<file path="src/rtl/rr_arb3_word_sel_pkg.sv">
// Shared encodings for the 3-source round-robin word selector.
// Select codes double as source indices; pointer states record the last winner.
package rr_arb3_word_sel_pkg;

    localparam logic [1:0] SEL_SRC0 = 2'b00;
    localparam logic [1:0] SEL_SRC1 = 2'b01;
    localparam logic [1:0] SEL_SRC2 = 2'b10;

    typedef enum logic [1:0] {
        LAST0 = 2'd0,
        LAST1 = 2'd1,
        LAST2 = 2'd2
    } ptr_e;

endpackage

</file>
<file path="src/rtl/bit32_3to1mux.sv">
// Purpose: 32-bit 3:1 word mux driven by the arbiter select.
// Latency: combinational.
// Backpressure: none; select code 2'b11 is never driven and yields zero.
module bit32_3to1mux
    import rr_arb3_word_sel_pkg::*;
(
    input  logic [1:0]  sel,
    input  logic [31:0] in1,
    input  logic [31:0] in2,
    input  logic [31:0] in3,
    output logic [31:0] out
);

    always_comb begin
        out = '0;
        case (sel)
            SEL_SRC0: out = in1;
            SEL_SRC1: out = in2;
            SEL_SRC2: out = in3;
            default:  out = '0;
        endcase
    end

endmodule

</file>
<file path="src/rtl/rr_arb3_word_sel_cnt.sv">
// Purpose: saturating per-source grant counter with synchronous clear.
// Latency: count visible 1 clk after the increment; clear wins over increment.
// Backpressure: none; holds at all-ones instead of wrapping.
module rr_arb3_word_sel_cnt #(
    parameter int CNT_W = 16
) (
    input  logic             clk,
    input  logic             rst_n,
    input  logic             clr_i,
    input  logic             inc_i,
    output logic [CNT_W-1:0] cnt_o
);

    logic [CNT_W-1:0] cnt_q;
    logic [CNT_W-1:0] cnt_d;

    always_comb begin
        cnt_d = cnt_q;
        if (clr_i) begin
            cnt_d = '0;
        end else if (inc_i && (cnt_q != {CNT_W{1'b1}})) begin
            cnt_d = cnt_q + CNT_W'(1);
        end
    end

    always_ff @(posedge clk or negedge rst_n) begin
        if (!rst_n) begin
            cnt_q <= '0;
        end else begin
            cnt_q <= cnt_d;
        end
    end

    assign cnt_o = cnt_q;

endmodule

</file>
<file path="src/rtl/rr_arb3_word_sel.sv">
// Purpose: round-robin arbitration of three word sources into a one-deep output register.
// Latency: accepted word appears on out_data 1 clk after its src_ready.
// Backpressure: grants only when the output register is empty or draining this cycle.
module rr_arb3_word_sel
    import rr_arb3_word_sel_pkg::*;
#(
    parameter int CNT_W = 16
) (
    input  logic             clk,
    input  logic             rst_n,
    input  logic [2:0]       src_valid,
    input  logic [31:0]      src0_data,
    input  logic [31:0]      src1_data,
    input  logic [31:0]      src2_data,
    output logic [2:0]       src_ready,
    output logic             out_valid,
    output logic [31:0]      out_data,
    output logic [1:0]       out_src,
    input  logic             out_ready,
    input  logic             cnt_clr,
    output logic [CNT_W-1:0] grant_cnt0,
    output logic [CNT_W-1:0] grant_cnt1,
    output logic [CNT_W-1:0] grant_cnt2
);

    ptr_e        state_q;
    ptr_e        state_d;
    logic        load;
    logic [2:0]  req;
    logic [2:0]  grant;
    logic [1:0]  sel;
    logic [31:0] mux_dat;

    logic        out_valid_q;
    logic [31:0] out_data_q;
    logic [1:0]  out_src_q;

    logic [CNT_W-1:0] cnt [3];

    assign load = ~out_valid_q | out_ready;
    // rst_n gating keeps src_ready low for the whole reset window, not just after an edge.
    assign req  = src_valid & {3{load & rst_n}};

    always_ff @(posedge clk or negedge rst_n) begin
        if (!rst_n) begin
            state_q <= LAST2;
        end else begin
            state_q <= state_d;
        end
    end

    always_comb begin
        grant   = 3'b000;
        state_d = state_q;
        sel     = SEL_SRC0;
        case (state_q)
            LAST0: begin
                if      (req[1]) grant = 3'b010;
                else if (req[2]) grant = 3'b100;
                else if (req[0]) grant = 3'b001;
            end
            LAST1: begin
                if      (req[2]) grant = 3'b100;
                else if (req[0]) grant = 3'b001;
                else if (req[1]) grant = 3'b010;
            end
            default: begin
                if      (req[0]) grant = 3'b001;
                else if (req[1]) grant = 3'b010;
                else if (req[2]) grant = 3'b100;
            end
        endcase

        if (grant[0]) begin
            state_d = LAST0;
            sel     = SEL_SRC0;
        end else if (grant[1]) begin
            state_d = LAST1;
            sel     = SEL_SRC1;
        end else if (grant[2]) begin
            state_d = LAST2;
            sel     = SEL_SRC2;
        end
    end

    assign src_ready = grant;

    bit32_3to1mux u_mux (
        .sel (sel),
        .in1 (src0_data),
        .in2 (src1_data),
        .in3 (src2_data),
        .out (mux_dat)
    );

    always_ff @(posedge clk or negedge rst_n) begin
        if (!rst_n) begin
            out_valid_q <= 1'b0;
            out_data_q  <= '0;
            out_src_q   <= SEL_SRC0;
        end else if (|grant) begin
            out_valid_q <= 1'b1;
            out_data_q  <= mux_dat;
            out_src_q   <= sel;
        end else if (out_ready) begin
            out_valid_q <= 1'b0;
        end
    end

    assign out_valid = out_valid_q;
    assign out_data  = out_data_q;
    assign out_src   = out_src_q;

    for (genvar i = 0; i < 3; i++) begin : g_cnt
        rr_arb3_word_sel_cnt #(
            .CNT_W (CNT_W)
        ) u_cnt (
            .clk   (clk),
            .rst_n (rst_n),
            .clr_i (cnt_clr),
            .inc_i (grant[i]),
            .cnt_o (cnt[i])
        );
    end

    assign grant_cnt0 = cnt[0];
    assign grant_cnt1 = cnt[1];
    assign grant_cnt2 = cnt[2];

endmodule
</file>
<file path="config.mk">
export PLATFORM = sky130hd
export DESIGN_NAME = rr_arb3_word_sel
export DESIGN_NICKNAME = d
export VERILOG_FILES = /design/src/rtl/rr_arb3_word_sel_pkg.sv /design/src/rtl/bit32_3to1mux.sv /design/src/rtl/rr_arb3_word_sel_cnt.sv /design/src/rtl/rr_arb3_word_sel.sv
export SDC_FILE = /design/constraint.sdc
export NUM_CORES = 1
export LEC_CHECK = 0
export CAP_MARGIN = 15
export CORE_ASPECT_RATIO = 1.75
export CORE_MARGIN = 10
export CORE_UTILIZATION = 47
export DETAILED_ROUTE_END_ITERATION = 7
export PLACE_DENSITY_LB_ADDON = 0.25
export RECOVER_POWER = 25
export SLEW_MARGIN = 0
export SYNTH_ARGS = -nofsm -noshare
export SYNTH_HDL_FRONTEND = slang
export SYNTH_SLANG_ARGS = --single-unit
</file>
<file path="constraint.sdc">
create_clock -name clk -period 3.6 [get_ports clk]
set_input_delay 0.72 -clock clk [delete_from_list [all_inputs] [get_ports clk]]
set_output_delay 0.72 -clock clk [all_outputs]
set_load 0.05 [all_outputs]
</file>
# Word-level counts from Yosys, hierarchy flattened
# Cells that the tools add are included.
[classes] n_addsub=3 bitwise_logic=4 n_eq_ne=6 mux=25 reduce_logical=11
[ops] op="16-bit 2-to-1 mux" n=6
[ops] op="32-bit case mux with 3 select lines" n=1
[ops] op="16-bit by 1-bit adder with 16-bit output, second input constant" n=3
[ops] op="16-bit != test, second input constant" n=3
[ops] op="3-bit 2-to-1 mux" n=6
[ops] op="2-bit 2-to-1 mux" n=8
[ops] op="2-bit nonzero test" n=4
[ops] op="3-bit case mux with 2 select lines" n=1
[ops] op="2-bit by 1-bit == test with 1-bit output, second input constant" n=2
[ops] op="2-bit logical NOT" n=2
[ops] op="3-bit AND" n=1
[ops] op="1-bit logical AND" n=3
[ops] op="1-bit 2-to-1 mux" n=3
[ops] op="3-bit nonzero test" n=1
[ops] op="3-bit OR reduction" n=1
[ops] op="2-bit == test, second input constant" n=1
[ops] op="1-bit AND" n=1
[ops] op="1-bit NOT" n=1
[ops] op="1-bit OR" n=1
[totals] elab_cells=56 reg_bits=85 in_bits=103 output_inout_bits=86

# Logic depth before layout (Yosys ltp)
[depth] depth_word=13 mapped_depth=7 ltp_nobuf=6

# By module
# From an unflattened synthesis, not the netlist that was laid out.
[hier_totals] hier_cells=474 hier_area_um2=5240.0
[by_module_without_submodules] module="rr_arb3_word_sel_cnt" n_inst=3 cells_each=98 area_per_inst_um2=942.2 seq_area_each_um2=400.4
[by_module_without_submodules] module="rr_arb3_word_sel" n_inst=1 cells_each=103 area_per_inst_um2=1626.6 seq_area_each_um2=902.1
[by_module_without_submodules] module="bit32_3to1mux" n_inst=1 cells_each=77 area_per_inst_um2=787.0 seq_area_each_um2=0.0

# Worst setup path before layout
# OpenSTA, ideal clock, no wires.
[synth_path] kind="register to output" startpoint="register out_valid_q (netlist: out_valid)" endpoint="output src_ready[2]" slack_ns=0.932 t_required_ns=2.880 stages_incl_launch_ff=7 arrival_ns=1.948 path_cell_list="dfrtp_1 nor2b_1 nor4_1 nand2_1 inv_2 buf_4 buf_4"
[synth_via] elab_chain_len=8
[synth_rtl] item="from (decl)" line_no="rr_arb3_word_sel.sv:34" text="logic out_valid_q;"
[synth_rtl] item="from (signal assigned)" line_no="rr_arb3_word_sel.sv:98" text="out_valid_q <= 1'b0;"
[synth_rtl] item="from (signal assigned)" line_no="rr_arb3_word_sel.sv:102" text="out_valid_q <= 1'b1;"
[synth_rtl] item="from (signal assigned)" line_no="rr_arb3_word_sel.sv:106" text="out_valid_q <= 1'b0;"
[synth_rtl] item="1-bit NOT (*)" line_no="rr_arb3_word_sel.sv:40" text="assign load = ~out_valid_q | out_ready;"
[synth_rtl] item="1-bit OR (*)" line_no="rr_arb3_word_sel.sv:40"
[synth_rtl] item="1-bit AND (*)" line_no="rr_arb3_word_sel.sv:42" text="assign req = src_valid & {3{load & rst_n}};"
[synth_rtl] item="3-bit AND (*)" line_no="rr_arb3_word_sel.sv:42"
[synth_rtl] item="3-bit 2-to-1 mux" line_no="rr_arb3_word_sel.sv:70" text="else if (req[2]) grant = 3'b100;"
[synth_rtl] item="3-bit 2-to-1 mux" line_no="rr_arb3_word_sel.sv:69" text="else if (req[1]) grant = 3'b010;"
[synth_rtl] item="3-bit 2-to-1 mux" line_no="rr_arb3_word_sel.sv:68" text="if (req[0]) grant = 3'b001;"
[synth_rtl] item="3-bit case mux with 2 select lines (*)" line_no="rr_arb3_word_sel.sv:56" text="case (state_q)"
[synth_rtl] item="to (decl)" line_no="rr_arb3_word_sel.sv:15" text="output logic [2:0] src_ready,"
# Every way passes the cells marked *; elsewhere a longest branch is shown, timed or not.

# Worst setup path after layout
[layout_path] startpoint="input src_valid[0]" endpoint="output src_ready[0]"
[layout_via] elab_chain_len=5
[layout_rtl] item="from (decl)" line_no="rr_arb3_word_sel.sv:11" text="input logic [2:0] src_valid,"
[layout_rtl] item="3-bit AND (*)" line_no="rr_arb3_word_sel.sv:42"
[layout_rtl] item="1-bit 2-to-1 mux" line_no="rr_arb3_word_sel.sv:60" text="else if (req[0]) grant = 3'b001;"
[layout_rtl] item="3-bit 2-to-1 mux" line_no="rr_arb3_word_sel.sv:59" text="else if (req[2]) grant = 3'b100;"
[layout_rtl] item="3-bit 2-to-1 mux" line_no="rr_arb3_word_sel.sv:58" text="if (req[1]) grant = 3'b010;"
[layout_rtl] item="3-bit case mux with 2 select lines (*)" line_no="rr_arb3_word_sel.sv:56"
# Marks and branches as above.

==> results by group <==
STA
  • Peak Freq: 0.309 GHz
  • Worst slew pin tran: 1.57 ns
  • Setup repair after global routing missed its margin: false
  • Worst slew margin: -0.0491
  • Clock Skew: 0.00525 ns
  • Hold Vio Cnt, Final: 0
  • Post-route setup slack: 0.364 ns
  • Tcrit/Tclk final: 0.899
  • Setup TNS: 0 ns
  • Fin crit period: 3.24 ns
  • Setup violations, final: 0
  • Max-slew violation count: 61

Power and ir drop
  • Maximum vdd drop: 0.000305 V
  • Logic pwr share: 0.376
  • Register share of total power: 0.341
  • Leakage: 2.79 nW
  • Sw Ratio: 0.379
  • PwrDens: 487 nW/µm²
  • Clock share of power: 0.283
  • Sw Pwr: 0.00128 W
  • Pint: 0.00210 W

Floorplan
  • Core ar.: 9530 µm²
  • Die X: 95.1 µm
  • Die height: 151 µm
  • Starting density of the core: 0.487
  • Die area: 14,400 µm²
  • I/O pin count: 189
  • Row count: 47

Clock network
  • # Post-CTS Setup Buffers: 0
  • Clock root buffer: clkbuf_16
  • Sink Count: 84
  • H-tree depth: 3
  • Hold Buf Count CTS: 0
  • CTS tree: yes
  • Clock Latency Late Sink: 0.34 ns
  • CTS Buf Count: 9
  • Post-cts resize count: 0
  • Clk pin slew, worst setup/hold paths: 0.06 ns
  • CTS max path bufs: 2

Setup path
  • Largest delay contributor family on the critical path: buffers and inverters
  • CP Data Required Time: 2.88 ns
  • CP peak stage delay: 0.77 ns
  • Critical path type: in -> out
  • WP data arrival: 2.52 ns
  • Critical Path Sink Type: output pin
  • Slowest CP cell: clkdlybuf4s50_1
  • Setup crit start kind: input pin
  • Critical Path Fanout Max: 12
  • Worst path cell trace: clkdlybuf4s50_1, inv_1, nor3_1, nand2_1, inv_1, buf_12
  • Crit path top cell by count: inv_1
  • Worst path bufs/invs: 4

Cells and area
  • Layout cells sized above 1: 0.0700
  • Area delta synth->final: 49.9%
  • Nets: 801
  • Fillers: 738
  • Sequential Area: 2100 µm²
  • Area of the multi-input gates: 2350 µm²
  • Diodes inserted: 0

Placed design
  • HPWL Detailed: 13,200 µm
  • Final Wtd Congestion: 0.923
  • Port bufs: 188
  • Worst slack, placed: 0.297 ns

Worst hold path
  • Worst Hold Class: in -> async

Detailed routing
  • Residual antenna-violating net count after detailed routing: 0
  • Via/cell ratio: 5.92
  • Routed wire per std cell: 21.0 µm
  • Total Routed Length: 17,300 µm
  • Vias: 4,870
  • Number of DRC markers in iteration 0: 255
  • DRT Pass-1 Iters: 4
  • Post-route DRC: 0

Synthesis
  • Synth top area cells: dfrtp_1 (45%), a21oi_1 (6.7%), nor2_1 (5.1%), a221oi_1 (4.7%), nand2_1 (3.5%)
  • Area leader, netlist: dfrtp_1
  • Yosys reg bits: 84
  • Most used DFF post-synth: dfrtp_1
  • EDFF count, synth: 0
  • Cell variety after synth: 54
  • Synth Instances: 515
  • Mapped Area: 4640 µm²
  • Asr flop ratio synth: 1.00
  • Register area share after synthesis: 0.454
  • Syn_area_per_cell: 9.00 µm²
  • Top cell type's share of synthesized area: 0.448
  • Synth warn: 0
  • Mapped Nets: 621

Status
  • Failing checks: max-capacitance violations, max-slew violations
  • Status: complete, but fails checks

GRT
  • Vias in the first global route: 4,945
  • Largest net degree at the start of global routing: 61
  • First-pass GRT wire length: 27,000 µm
  • GRT Util Overall: 0.239
  • Initial antenna violation count: 0
  • Total gr overflow: 0

Run
  • MaxCap Viol Count: 1
## registers in the layout (all words and copies together), names as in the netlist
| signal | count |
|---|---|
| g_cnt.u_cnt.cnt_o | 48 |
| out_data | 32 |
| state_q | 2 |
| out_src | 1 |
| out_valid | 1 |
## power by group through the flow
stage / Combinational, W / Sequential (W) / Clock, W
final: 0.00127 / 0.00115 / 0.000956
after global routing: 0.00135 / 0.00117 / 0.00100
after CTS: 0.00128 / 0.00115 / 0.000963
after detailed placement: 0.00127 / 0.00117 / 0
after global placement: 0.00126 / 0.00116 / 0
after floorplan: 0.000376 / 0.00155 / 0
## Yosys cell counts (4+ instances only)
master / n
buf_4: 5
xnor2_1: 9
nand3_1: 21
or3_1: 12
mux2i_1: 4
o211ai_1: 8
clkbuf_1: 15
nor2_1: 63
a21oi_1: 62
nor3_1: 9
mux2_2: 4
dfrtp_1: 83
a22oi_1: 9
o21ai_0: 15
nor2b_1: 11
nand2_1: 43
inv_1: 16
and3_1: 11
a221oi_1: 25
buf_2: 6
or4_1: 4
nor4_1: 7
o31ai_1: 5
nand2b_1: 4
nand4_1: 13
## routing by layer
layer | GRT usage | vias to the layer above | wire, µm
li1 | - | 2270 | -
met5 | 0 | - | 0
met2 | 0.417 | 199 | 8800
met3 | 0.0719 | 25 | 1450
met1 | 0.263 | 2376 | 6640
met4 | 0.0932 | 0 | 410
## cell families (layout without fill, tap and decap cells)
logic type | count (synthesis) | count (layout) | share of synthesized area
flip-flops | 84 | 84 | 0.454
AO/OA/AOI/OAI | 150 | 150 | 0.219
buffers and inverters | 46 | 231 | 0.0445
adder cells (fa/ha/maj) | 3 | 3 | 0.00810
AND/OR/NAND/NOR | 209 | 209 | 0.227
XOR/XNOR | 12 | 12 | 0.0227
multiplexers | 11 | 11 | 0.0256
## cell type report
class,count,area share
clock buffer,12,0.0369
clock inverter,4,0.00684
inverter,18,0.00972
multi-input combinational,385,0.339
sequential,84,0.303
tap,122,0.0220
timing repair buffer,197,0.283
## final timing paths
kind / startpoint / to / slack, ns / depth (start not counted)
max in group asynchronous: rst_n / out_data[24] / 1.44 / 2
setup reg to reg: g_cnt[0].u_cnt.cnt_o[0] / g_cnt[0].u_cnt.cnt_o[4] / 1.01 / 6
hold reg to reg: out_src[1] / out_src[1] / 0.51 / 1
setup / recovery: src_valid[0] / src_ready[0] / 0.36 / 6
hold / removal: rst_n / out_valid / 0.30 / 1
min in group clk: out_src[1] / out_src[1] / 0.51 / 1
## placed cells by master (no fill, tap or decap), drive strengths merged, types with 10 or more instances in the layout
cell / n
and3: 11
inv: 18
nand3: 21
a221oi: 25
nor3: 10
nand2: 43
or3: 12
buf: 13
a21oi: 62
nor2b: 11
o21ai: 15
nand4: 14
clkdlybuf4s50: 183
clkbuf: 13
dfrtp: 83
nor2: 63
## metrics by stage
step                cell area [µm²]  hold slack, ns  power [W]  utilization  std cells
floorplan                      4640           0.424    0.00193            -        515
global placement               6650           0.477    0.00242        0.698        806
detailed placement             6650           0.500    0.00245        0.698        806
CTS                            6950           0.307    0.00340        0.730        822
global route                   6950           0.316    0.00352        0.730        822
finish                         6950           0.304    0.00338        0.730        822
Note: power is estimated with default switching activity, not from simulation.
